$ cat config.mk
export PLATFORM = sky130hd
export DESIGN_NAME = rc_pwm_capture
export DESIGN_NICKNAME = d
export VERILOG_FILES = /design/src/rtl/rc_pwm_pkg.sv /design/src/rtl/rc_pwm_channel.sv /design/src/rtl/rc_pwm_capture.sv
export SDC_FILE = /design/constraint.sdc
export NUM_CORES = 1
export LEC_CHECK = 0
export ABC_AREA = 0
export CAP_MARGIN = 20
export CORE_MARGIN = 5
export CORE_UTILIZATION = 30
export CTS_BUF_LIST = sky130_fd_sc_hd__clkbuf_8
export CTS_CLUSTER_DIAMETER = 100
export CTS_CLUSTER_SIZE = 20
export DETAILED_ROUTE_END_ITERATION = 8
export DONT_BUFFER_PORTS = 1
export HOLD_SLACK_MARGIN = 0.06
export PLACE_DENSITY = 0.42
export SYNTH_ARGS = -nofsm -noshare
export SYNTH_HDL_FRONTEND = slang
export SYNTH_HIERARCHICAL = 1
export SYNTH_SLANG_ARGS = --single-unit
$ cat constraint.sdc
create_clock -name gclk -period 2.55 [get_ports gclk]
set_input_delay 0.1275 -clock gclk [delete_from_list [all_inputs] [get_ports gclk]]
set_output_delay 0.1275 -clock gclk [all_outputs]
set_load 0.01 [all_outputs]
$ cat src/rtl/rc_pwm_pkg.sv
// rc_pwm_pkg: shared constants, channel state encoding and the width-to-
// setpoint scaling used by the RC PWM capture block.
package rc_pwm_pkg;

   localparam int US_PER_MS = 1000;
   localparam int WIDTH_W   = 12;

   // Prescale ratio from a clock frequency to the 1 us tick.
   function automatic int us_div(input int clk_hz);
      return clk_hz / 1000000;
   endfunction

   // Ratio for the nominal 50 MHz system clock.
   localparam int US_DIV = us_div(50000000);

   typedef enum logic [1:0] {
      WAIT_LOW,
      IDLE,
      HIGH,
      ERR
   } ch_state_e;

   // clamp(width, min_us, max_us) - min_us
   function automatic logic [WIDTH_W-1:0] scale_width(
      input logic [WIDTH_W-1:0] width,
      input int                 min_us,
      input int                 max_us
   );
      logic [WIDTH_W-1:0] lo;
      logic [WIDTH_W-1:0] hi;
      lo = WIDTH_W'(min_us);
      hi = WIDTH_W'(max_us);
      if (width <= lo)
         return '0;
      else if (width >= hi)
         return hi - lo;
      else
         return width - lo;
   endfunction

endpackage

$ cat src/rtl/rc_pwm_channel.sv
// rc_pwm_channel: one PWM input. Synchronizes the pin, measures high time in
// us, converts accepted pulses to a setpoint and tracks loss of signal.
// Ports:
//   gclk, rst        clock, synchronous active-high reset
//   pwm              asynchronous PWM pin
//   us_tick, ms_tick shared free-running time base
//   value            setpoint 0..MAX_US-MIN_US (0 when lost)
//   valid            1-cycle strobe, value updates in the same cycle
//   lost             1 = no accepted pulse within TIMEOUT_MS
//   accept           combinational accept, registers into valid next edge
module rc_pwm_channel
   import rc_pwm_pkg::*;
#(
   parameter int MIN_US     = 1000,
   parameter int MAX_US     = 2000,
   parameter int ACC_LO_US  = 800,
   parameter int ACC_HI_US  = 2200,
   parameter int TIMEOUT_MS = 50,
   parameter int VAL_W      = 10
) (
   input  logic             gclk,
   input  logic             rst,
   input  logic             pwm,
   input  logic             us_tick,
   input  logic             ms_tick,
   output logic [VAL_W-1:0] value,
   output logic             valid,
   output logic             lost,
   output logic             accept
);

   localparam int MS_W = $clog2(TIMEOUT_MS + 1);

   logic               sync1, sync2, level_q;
   logic               rise, fall, in_range;
   ch_state_e          state, state_nxt;
   logic [WIDTH_W-1:0] width_cnt, width_nxt;
   logic [WIDTH_W-1:0] scaled;
   logic [MS_W-1:0]    ms_cnt;

   // The chain resets high so a pin that is already high at reset release
   // cannot look like a fresh rising edge; WAIT_LOW then waits it out.
   always_ff @(posedge gclk) begin
      if (rst) begin
         sync1   <= 1'b1;
         sync2   <= 1'b1;
         level_q <= 1'b1;
      end else begin
         sync1   <= pwm;
         sync2   <= sync1;
         level_q <= sync2;
      end
   end

   assign rise     = sync2 & ~level_q;
   assign fall     = ~sync2 & level_q;
   assign in_range = (width_cnt >= WIDTH_W'(ACC_LO_US)) &&
                     (width_cnt <= WIDTH_W'(ACC_HI_US));
   assign scaled   = scale_width(width_cnt, MIN_US, MAX_US);

   always_comb begin
      state_nxt = state;
      width_nxt = width_cnt;
      accept    = 1'b0;
      case (state)
         WAIT_LOW: if (!sync2) state_nxt = IDLE;
         IDLE: begin
            if (rise) begin
               width_nxt = '0;
               state_nxt = HIGH;
            end
         end
         HIGH: begin
            if (fall) begin
               // too-short pulses fall through with accept low
               accept    = in_range;
               state_nxt = IDLE;
            end else if (width_cnt > WIDTH_W'(ACC_HI_US)) begin
               state_nxt = ERR;
            end else if (us_tick && (width_cnt != '1)) begin
               width_nxt = width_cnt + 1'b1;
            end
         end
         ERR:     if (fall) state_nxt = IDLE;
         default: state_nxt = WAIT_LOW;
      endcase
   end

   always_ff @(posedge gclk) begin
      if (rst) begin
         state     <= WAIT_LOW;
         width_cnt <= '0;
         ms_cnt    <= '0;
         value     <= '0;
         valid     <= 1'b0;
         lost      <= 1'b1;
      end else begin
         state     <= state_nxt;
         width_cnt <= width_nxt;
         valid     <= accept;
         // accept takes priority over a timeout landing in the same cycle
         if (accept) begin
            value  <= scaled[VAL_W-1:0];
            ms_cnt <= '0;
            lost   <= 1'b0;
         end else if (ms_tick && (ms_cnt < MS_W'(TIMEOUT_MS))) begin
            ms_cnt <= ms_cnt + 1'b1;
            if (ms_cnt == MS_W'(TIMEOUT_MS - 1)) begin
               lost  <= 1'b1;
               value <= '0;
            end
         end
      end
   end

endmodule

$ cat src/rtl/rc_pwm_capture.sv
// rc_pwm_capture: N_CH-channel RC PWM decoder. Holds the shared us/ms time
// base and the frame_valid aggregation; per-channel work is in rc_pwm_channel.
// Ports:
//   gclk, rst    clock, synchronous active-high reset
//   pwm_in       asynchronous PWM pins, one per channel
//   ch_value     packed setpoints, channel i at [i*VAL_W +: VAL_W]
//   ch_valid     per-channel 1-cycle update strobe
//   ch_lost      per-channel loss-of-signal level
//   frame_valid  1-cycle strobe once every channel updated since the last one
module rc_pwm_capture
   import rc_pwm_pkg::*;
#(
   parameter int CLK_HZ     = 50000000,
   parameter int N_CH       = 4,
   parameter int MIN_US     = 1000,
   parameter int MAX_US     = 2000,
   parameter int ACC_LO_US  = 800,
   parameter int ACC_HI_US  = 2200,
   parameter int TIMEOUT_MS = 50,
   parameter int VAL_W      = 10
) (
   input  logic                  gclk,
   input  logic                  rst,
   input  logic [N_CH-1:0]       pwm_in,
   output logic [N_CH*VAL_W-1:0] ch_value,
   output logic [N_CH-1:0]       ch_valid,
   output logic [N_CH-1:0]       ch_lost,
   output logic                  frame_valid
);

   localparam int DIV   = us_div(CLK_HZ);
   localparam int DIV_W = (DIV > 1) ? $clog2(DIV) : 1;
   localparam int MS_CW = $clog2(US_PER_MS);

   logic [DIV_W-1:0] div_cnt;
   logic [MS_CW-1:0] us_cnt;
   logic             us_tick, ms_tick;
   logic [N_CH-1:0]  accept;
   logic [N_CH-1:0]  updated;

   // Free-running: pulse edges never restart the time base, hence +-1 us.
   assign us_tick = (div_cnt == DIV_W'(DIV - 1));
   assign ms_tick = us_tick && (us_cnt == MS_CW'(US_PER_MS - 1));

   always_ff @(posedge gclk) begin
      if (rst) begin
         div_cnt <= '0;
         us_cnt  <= '0;
      end else begin
         div_cnt <= us_tick ? '0 : div_cnt + 1'b1;
         if (us_tick)
            us_cnt <= ms_tick ? '0 : us_cnt + 1'b1;
      end
   end

   for (genvar i = 0; i < N_CH; i++) begin : g_ch
      rc_pwm_channel #(
         .MIN_US     (MIN_US),
         .MAX_US     (MAX_US),
         .ACC_LO_US  (ACC_LO_US),
         .ACC_HI_US  (ACC_HI_US),
         .TIMEOUT_MS (TIMEOUT_MS),
         .VAL_W      (VAL_W)
      ) u_ch (
         .gclk    (gclk),
         .rst     (rst),
         .pwm     (pwm_in[i]),
         .us_tick (us_tick),
         .ms_tick (ms_tick),
         .value   (ch_value[i*VAL_W +: VAL_W]),
         .valid   (ch_valid[i]),
         .lost    (ch_lost[i]),
         .accept  (accept[i])
      );
   end

   // Flags set on the same edge as ch_valid, so frame_valid lands in the
   // cycle of the last channel's strobe. An accept on the clearing edge
   // survives and counts toward the next frame.
   assign frame_valid = &updated;

   always_ff @(posedge gclk) begin
      if (rst)
         updated <= '0;
      else
         updated <= accept | (updated & ~{N_CH{frame_valid}});
   end

endmodule

# ---- Yosys cells after proc, flatten, opt, wreduce, memory -nomap -nowiden
# Index checks and enable logic that the tools add are counted.
dict set report word_totals {
  register_bits 160
  latchBits 0
  ramBits 0
  mem_bits_ro 0
  input_bits 6
  out_inout_bits 49
  word_cells 278
  mem_count 0
}
dict set report classes {
  n_addsub 14
  n_mul 0
  div 0
  order_cmp 24
  eq_ne 50
  n_shift 0
  mux 85
  bitwise_logic 19
  n_reduce_logical 47
}
# operator n
set ops {}
lappend ops {{$mux 10} 21}
lappend ops {{$mux 12} 16}
lappend ops {{$pmux 12 s2} 4}
lappend ops {{$add 12x1->12 const B} 4}
lappend ops {{$ge 12x10->1 const B} 4}
lappend ops {{$ge 12x11->1 const B} 4}
lappend ops {{$gt 12x12->1 const B} 4}
lappend ops {{$le 12x10->1 const B} 4}
lappend ops {{$le 12x12->1 const B} 4}
lappend ops {{$ne 12x12->1 const B} 4}
lappend ops {{$mux 2} 20}
lappend ops {{$sub 10x10->10 const B} 4}
lappend ops {{$pmux 2 s4} 4}
lappend ops {{$add 6x1->6 const B} 5}
lappend ops {{$eq 6x6->1 const B} 5}
lappend ops {{$lt 6x6->1 const B} 4}
lappend ops {{$ne 2x1->1 const B} 12}
lappend ops {{$ne 2x2->1 const B} 12}
lappend ops {{$reduce_bool 2->1} 12}
lappend ops {{$mux 1} 20}
lappend ops {{$reduce_and 4->1} 5}
lappend ops {{$reduce_and 5->1} 4}
lappend ops {{$eq 2x2->1 const B} 8}
lappend ops {{$logic_and 1x1->1} 13}
lappend ops {{other kinds (12)} 42}

# ---- Depth between registers and ports, before layout
dict set report logic_depth {
  depth_word 6
  ltp_mapped 10
  mapped_depth_nobuf 8
}

# ---- Cells and area by module
# The synthesis kept the hierarchy.
# module n_inst cells_per_inst area_per_inst_um2
set modules_own_cells {}
lappend modules_own_cells {{rc_pwm_channel at g_ch[0].u_ch ...} 3 218 1928.1}
lappend modules_own_cells {{rc_pwm_channel at g_ch[3].u_ch} 1 210 1833.0}
lappend modules_own_cells {rc_pwm_capture 1 96 862.1}

# ---- Worst setup path after synthesis
# Ideal clock, no wire load.
dict set report synth_path {
  kind {register to register}
  from {register div_cnt[3]}
  to {register g_ch[0].u_ch.width_cnt[10]}
  arrival_time_ns 2.242
  required_ns 2.478
  setup_slack_ns 0.236
  stages_incl_launch_ff 9
  synth_period_minus_slack_ns 2.314
  cell_sequence {dfxtp_1 nand3b_4 or3b_4 inv_1 o21ai_0 a2111o_1 buf_6 a2111oi_4 mux2i_1}
}
dict set report synth_between {
  elab_chain_len 4
}
# item line_no
set synth_lines {}
lappend synth_lines {{start: declaration} rc_pwm_capture.sv:35} ;# logic [DIV_W-1:0] div_cnt;
lappend synth_lines {{start signal: assignment} rc_pwm_capture.sv:50} ;# div_cnt <= us_tick ? '0 : div_cnt + 1'b1;
lappend synth_lines {{$eq 6x6->1} rc_pwm_capture.sv:42} ;# assign us_tick = (div_cnt == DIV_W'(DIV - 1));
lappend synth_lines {{net us_tick} rc_pwm_capture.sv:37} ;# logic us_tick, ms_tick;
lappend synth_lines {{$logic_and 1x1->1} rc_pwm_channel.sv:80} ;# end else if (us_tick && (width_cnt != '1)) begin
lappend synth_lines {{$ne 2x1->1 (no source line)} --}
lappend synth_lines {{$reduce_and 5->1 (no source line)} --}
lappend synth_lines {{end signal: assignment} rc_pwm_channel.sv:99} ;# width_cnt <= width_nxt;
lappend synth_lines {{end: declaration} rc_pwm_channel.sv:37} ;# logic [WIDTH_W-1:0] width_cnt, width_nxt;
# The timed path passes the listed nets, and every way through them passes these cells.
# A chain may end at the register's enable or synchronous reset.

# ---- Final worst setup path
dict set report layout_path {
  from {register div_cnt[1]}
  to {register g_ch[1].u_ch.width_cnt[10]}
}
dict set report layout_between {
  elab_chain_len 4
}
# item line_no
set layout_lines {}
lappend layout_lines {{$eq 6x6->1} rc_pwm_capture.sv:42}
lappend layout_lines {{net us_tick} rc_pwm_capture.sv:37}
lappend layout_lines {{$logic_and 1x1->1} rc_pwm_channel.sv:80}
lappend layout_lines {{$ne 2x1->1 (no source line)} --}
lappend layout_lines {{$reduce_and 5->1 (no source line)} --}
lappend layout_lines {{end signal: assignment} rc_pwm_channel.sv:99}
lappend layout_lines {{end: declaration} rc_pwm_channel.sv:37}
# The timed path passes the listed nets, and every way through them passes these cells.

==> impl_metrics.py <==
metrics = {
    "outcome": {
        "status": "completed",
    },
    "critical_path": {
        "r2r_cells": 9,
        "critPathArrivalTime_ns": 2.79,
        "critPathCapture": "g_ch[1].u_ch/width_cnt[10]$_SDFFE_PP0P_",
        "critPathCaptureType": "flip-flop",
        "start_kind": "flip-flop",
        "worst_r2r_startpoint": "div_cnt[1]$_SDFF_PP0_",
        "required_ns": 2.93,
        "r2r_slack_ns": 0.14,
        "cp_max_fo": 4,
        "worstSetupStartpoint": "div_cnt[1]$_SDFF_PP0_",
        "critical_path_class": "flip-flop to flip-flop",
        "r2r_end": "g_ch[1].u_ch/width_cnt[10]$_SDFFE_PP0P_",
    },
    "synth": {
        "synth_flop_cell": "dfxtp_1",
        "netlist_instances": 960,
        "async_flop_share": 0,
        "synth_edf_count": 0,
        "avgSynthCellArea_um2": 8.83,
        "ys_top_cells_by_count": "160 x dfxtp_1, 99 x nand2_1, 77 x nor2_1",
        "synth.top_cells.by_area": "dfxtp_1 38%, ha_1 7.5%, nand2_1 4.4%",
        "yosys.area.top_type": "dfxtp_1",
        "syn_area_um2": 8480,
        "syn_nets": 1017,
        "seq_area_frac_synth": 0.378,
        "ys_seq_elements": 160,
        "yosysWarningCount": 6,
        "synth.distinct_cells": 60,
        "yosysMostFrequentCell": "dfxtp_1",
        "synth_top_area_share": 0.378,
    },
    "final_layout": {
        "nFillCells": 2906,
        "final_nets": 1057,
        "n_antenna_cell": 0,
        "post-route-util": 0.349,
        "final_cells": 1391,
        "drive_above_1_share": 0.152,
        "multi_input_area_um2": 4860,
        "area_growth_pct": 14.7,
        "regArea_um2": 3200,
    },
    "pwr": {
        "p_leak_nw": 3.53,
        "power_per_cell_area_nw_per_um2": 531,
        "pwr-share-clk": 0.388,
        "power.switching_mw": 1.44,
        "seq_power_share": 0.509,
        "switching_share": 0.279,
        "pwr-share-comb": 0.104,
        "ir_worst_vdd_v": 0.000267,
        "p_int_mw": 3.72,
    },
    "global_route": {
        "grt_pass1_vias": 6755,
        "grt_util_all_layers": 0.133,
        "antenna_found_initial": 0,
        "grt_pass1_wl_um": 34800,
        "grt_start_max_net_pins": 71,
        "overflow": 0,
    },
    "timing": {
        "max_slew_margin": 0.451,
        "hold_viol": 0,
        "period_needed_ns": 2.41,
        "clock.fmax_mhz": 414,
        "finalMaxSlewViolations": 0,
        "finalCritPeriodShare": 0.947,
        "worst_slew_pin_slew_ns": 0.821,
        "setup_violations": 0,
        "fin_skew_ns": 0.0230,
        "tns_ns": 0,
        "rsz0062_at_grt": "no",
        "finalHoldWorstSlack_ns": 0.0955,
    },
    "routing": {
        "dr.pass1.iters": 5,
        "drcViolationCount": 0,
        "detailroute.via_count": 6868,
        "antenna_left": 0,
        "routedWlPerCell_um": 14.7,
        "drt_wl_total_um": 20500,
        "via_per_inst": 4.94,
        "first_iter_violations": 445,
    },
    "floorplan": {
        "placementRows": 61,
        "start_util": 0.304,
        "fp.dieH_um": 178,
        "num_io_pins": 55,
        "dieArea_um2": 31700,
        "die_x_um": 178,
        "coreArea_um2": 27900,
    },
    "clock_tree": {
        "clock_sinks": 160,
        "clkLatencyLatePin_ns": 0.45,
        "numCtsBuffers": 17,
        "root_buffer": "clkbuf_8",
        "clock_path_buffers": 2,
        "cts_tree": "done",
        "h-tree-depth": 4,
        "clkSlewWorstSetupHoldPaths_ns": 0.10,
        "postCtsSetupRepairBufs": 0,
    },
    "job": {
        "max_cap_viol_count": 0,
    },
    "placed_design": {
        "dp.cells": 1353,
        "io_buffers": 0,
        "hpwl_um": 14500,
        "gp_congestion": 0.772,
    },
    "min_path": {
        "hold_class": "primary input to flip-flop",
    },
}
[sequential cells by signal (all words and copies together), names as in the netlist]
name                 count
g_ch.u_ch/ms_cnt        24
g_ch.u_ch/width_cnt     48
div_cnt                  6
g_ch.u_ch/lost           4
updated                  4
g_ch.u_ch/valid          4
g_ch.u_ch/value         40
us_cnt                  10
g_ch.u_ch/level_q        4
g_ch.u_ch/sync2          4
g_ch.u_ch/sync1          4
g_ch.u_ch/state          8
[cells in the final DEF, fill, tap and decap left out, drive strengths merged, types with 5 or more instances in the layout]
cell type and instances:
a2111o 7, a2111oi 12, a211oi 7, a21o 5
a21oi 52, a22o 24, a32o 16, and3 11
buf 66, clkbuf 19, clkinvlp 5, dfxtp 160
dlygate4sd3 5, ha 51, inv 55, mux2i 23
nand2 99, nand2b 7, nand3 29, nand3b 8
nand4 20, nor2 77, nor2b 7, nor3 20
nor4 12, nor4b 7, o211ai 8, o21ai 39
o21ba 5, o311ai 7, o31ai 5, or2 19
or3 28, or4 6, xnor2 20, xor2 26
[kinds of logic (layout without fill, tap and decap cells)]
kind of cell	after synthesis	after routing	synth area share
AO/OA/AOI/OAI	208	208	0.191
XOR/XNOR	46	46	0.0475
adder cells (fa/ha/maj)	51	51	0.0753
buffers and inverters	102	155	0.0496
flip-flops	160	160	0.378
multiplexers	27	27	0.0325
AND/OR/NAND/NOR	366	366	0.226
[worst max-delay path: stages (launching register included)]
cell	delay, ns
dfxtp_1	0.32
inv_1	0.05
ha_1	0.15
or3b_4	0.40
clkinvlp_4	0.15
o21ai_0	0.13
a2111o_1	0.42
buf_4	0.18
a2111oi_4	0.35
mux2i_1	0.22
[area by class of cell]
cell class	instances	area share
Tap cell	378	0.0486
Multi-Input combinational cell	698	0.500
Inverter	52	0.0205
Clock inverter	13	0.0156
Timing Repair Buffer	71	0.0595
Clock buffer	19	0.0269
Sequential cell	160	0.329
[power groups by stage]
stage / sequential [mW] / combinational, mW / clock [mW]
floorplan: 2.66 / 0.418 / 0
global placement: 2.69 / 0.513 / 0
detailed placement: 2.68 / 0.511 / 0
CTS: 2.63 / 0.543 / 2.10
global route: 2.64 / 0.610 / 2.20
finish: 2.63 / 0.536 / 2.00
[layer usage]
metal | vias up | wire length (um) | track usage
li1 | 3517 | - | -
met5 | - | 0 | 0
met4 | 0 | 310 | 0.0393
met2 | 91 | 9500 | 0.216
met3 | 11 | 666 | 0.0278
met1 | 3249 | 10000 | 0.179
[how the worst min path moves through the flow]
| stage | start | endpoint | slack, ns | cells past startpoint |
|---|---|---|---|---|
| after floorplan | pwm_in[0] | g_ch[0].u_ch/sync1$_SDFF_PP1_ | 0.23 | 1 |
| after global placement | rst | g_ch[1].u_ch/value[7]$_SDFFE_PP0P_ | 0.21 | 1 |
| after detailed placement | rst | g_ch[3].u_ch/value[7]$_SDFFE_PP0P_ | 0.21 | 1 |
| after CTS | rst | g_ch[2].u_ch/value[2]$_SDFFE_PP0P_ | 0.06 | 3 |
| after global routing | rst | g_ch[2].u_ch/value[4]$_SDFFE_PP0P_ | 0.07 | 3 |
| final | rst | g_ch[2].u_ch/value[4]$_SDFFE_PP0P_ | 0.1 | 3 |
[stage by stage]
step	instance area (um^2)	power [mW]	setup WS, ns
after floorplan	8480	3.07	0.236
after global placement	9230	3.20	0.0423
after detailed placement	9230	3.20	0.0120
after CTS	9720	5.26	0.0807
after global routing	9720	5.45	0.0150
final	9720	5.16	0.136
[timing repair]
action                     CTS  global route
setup endpoints to repair    3             6
hold endpoints to repair   130             0
gates resized for setup      1             2
pin swaps                    0             2
hold buffers                 6             0
No activity file was read; power rests on OpenSTA's default activity.
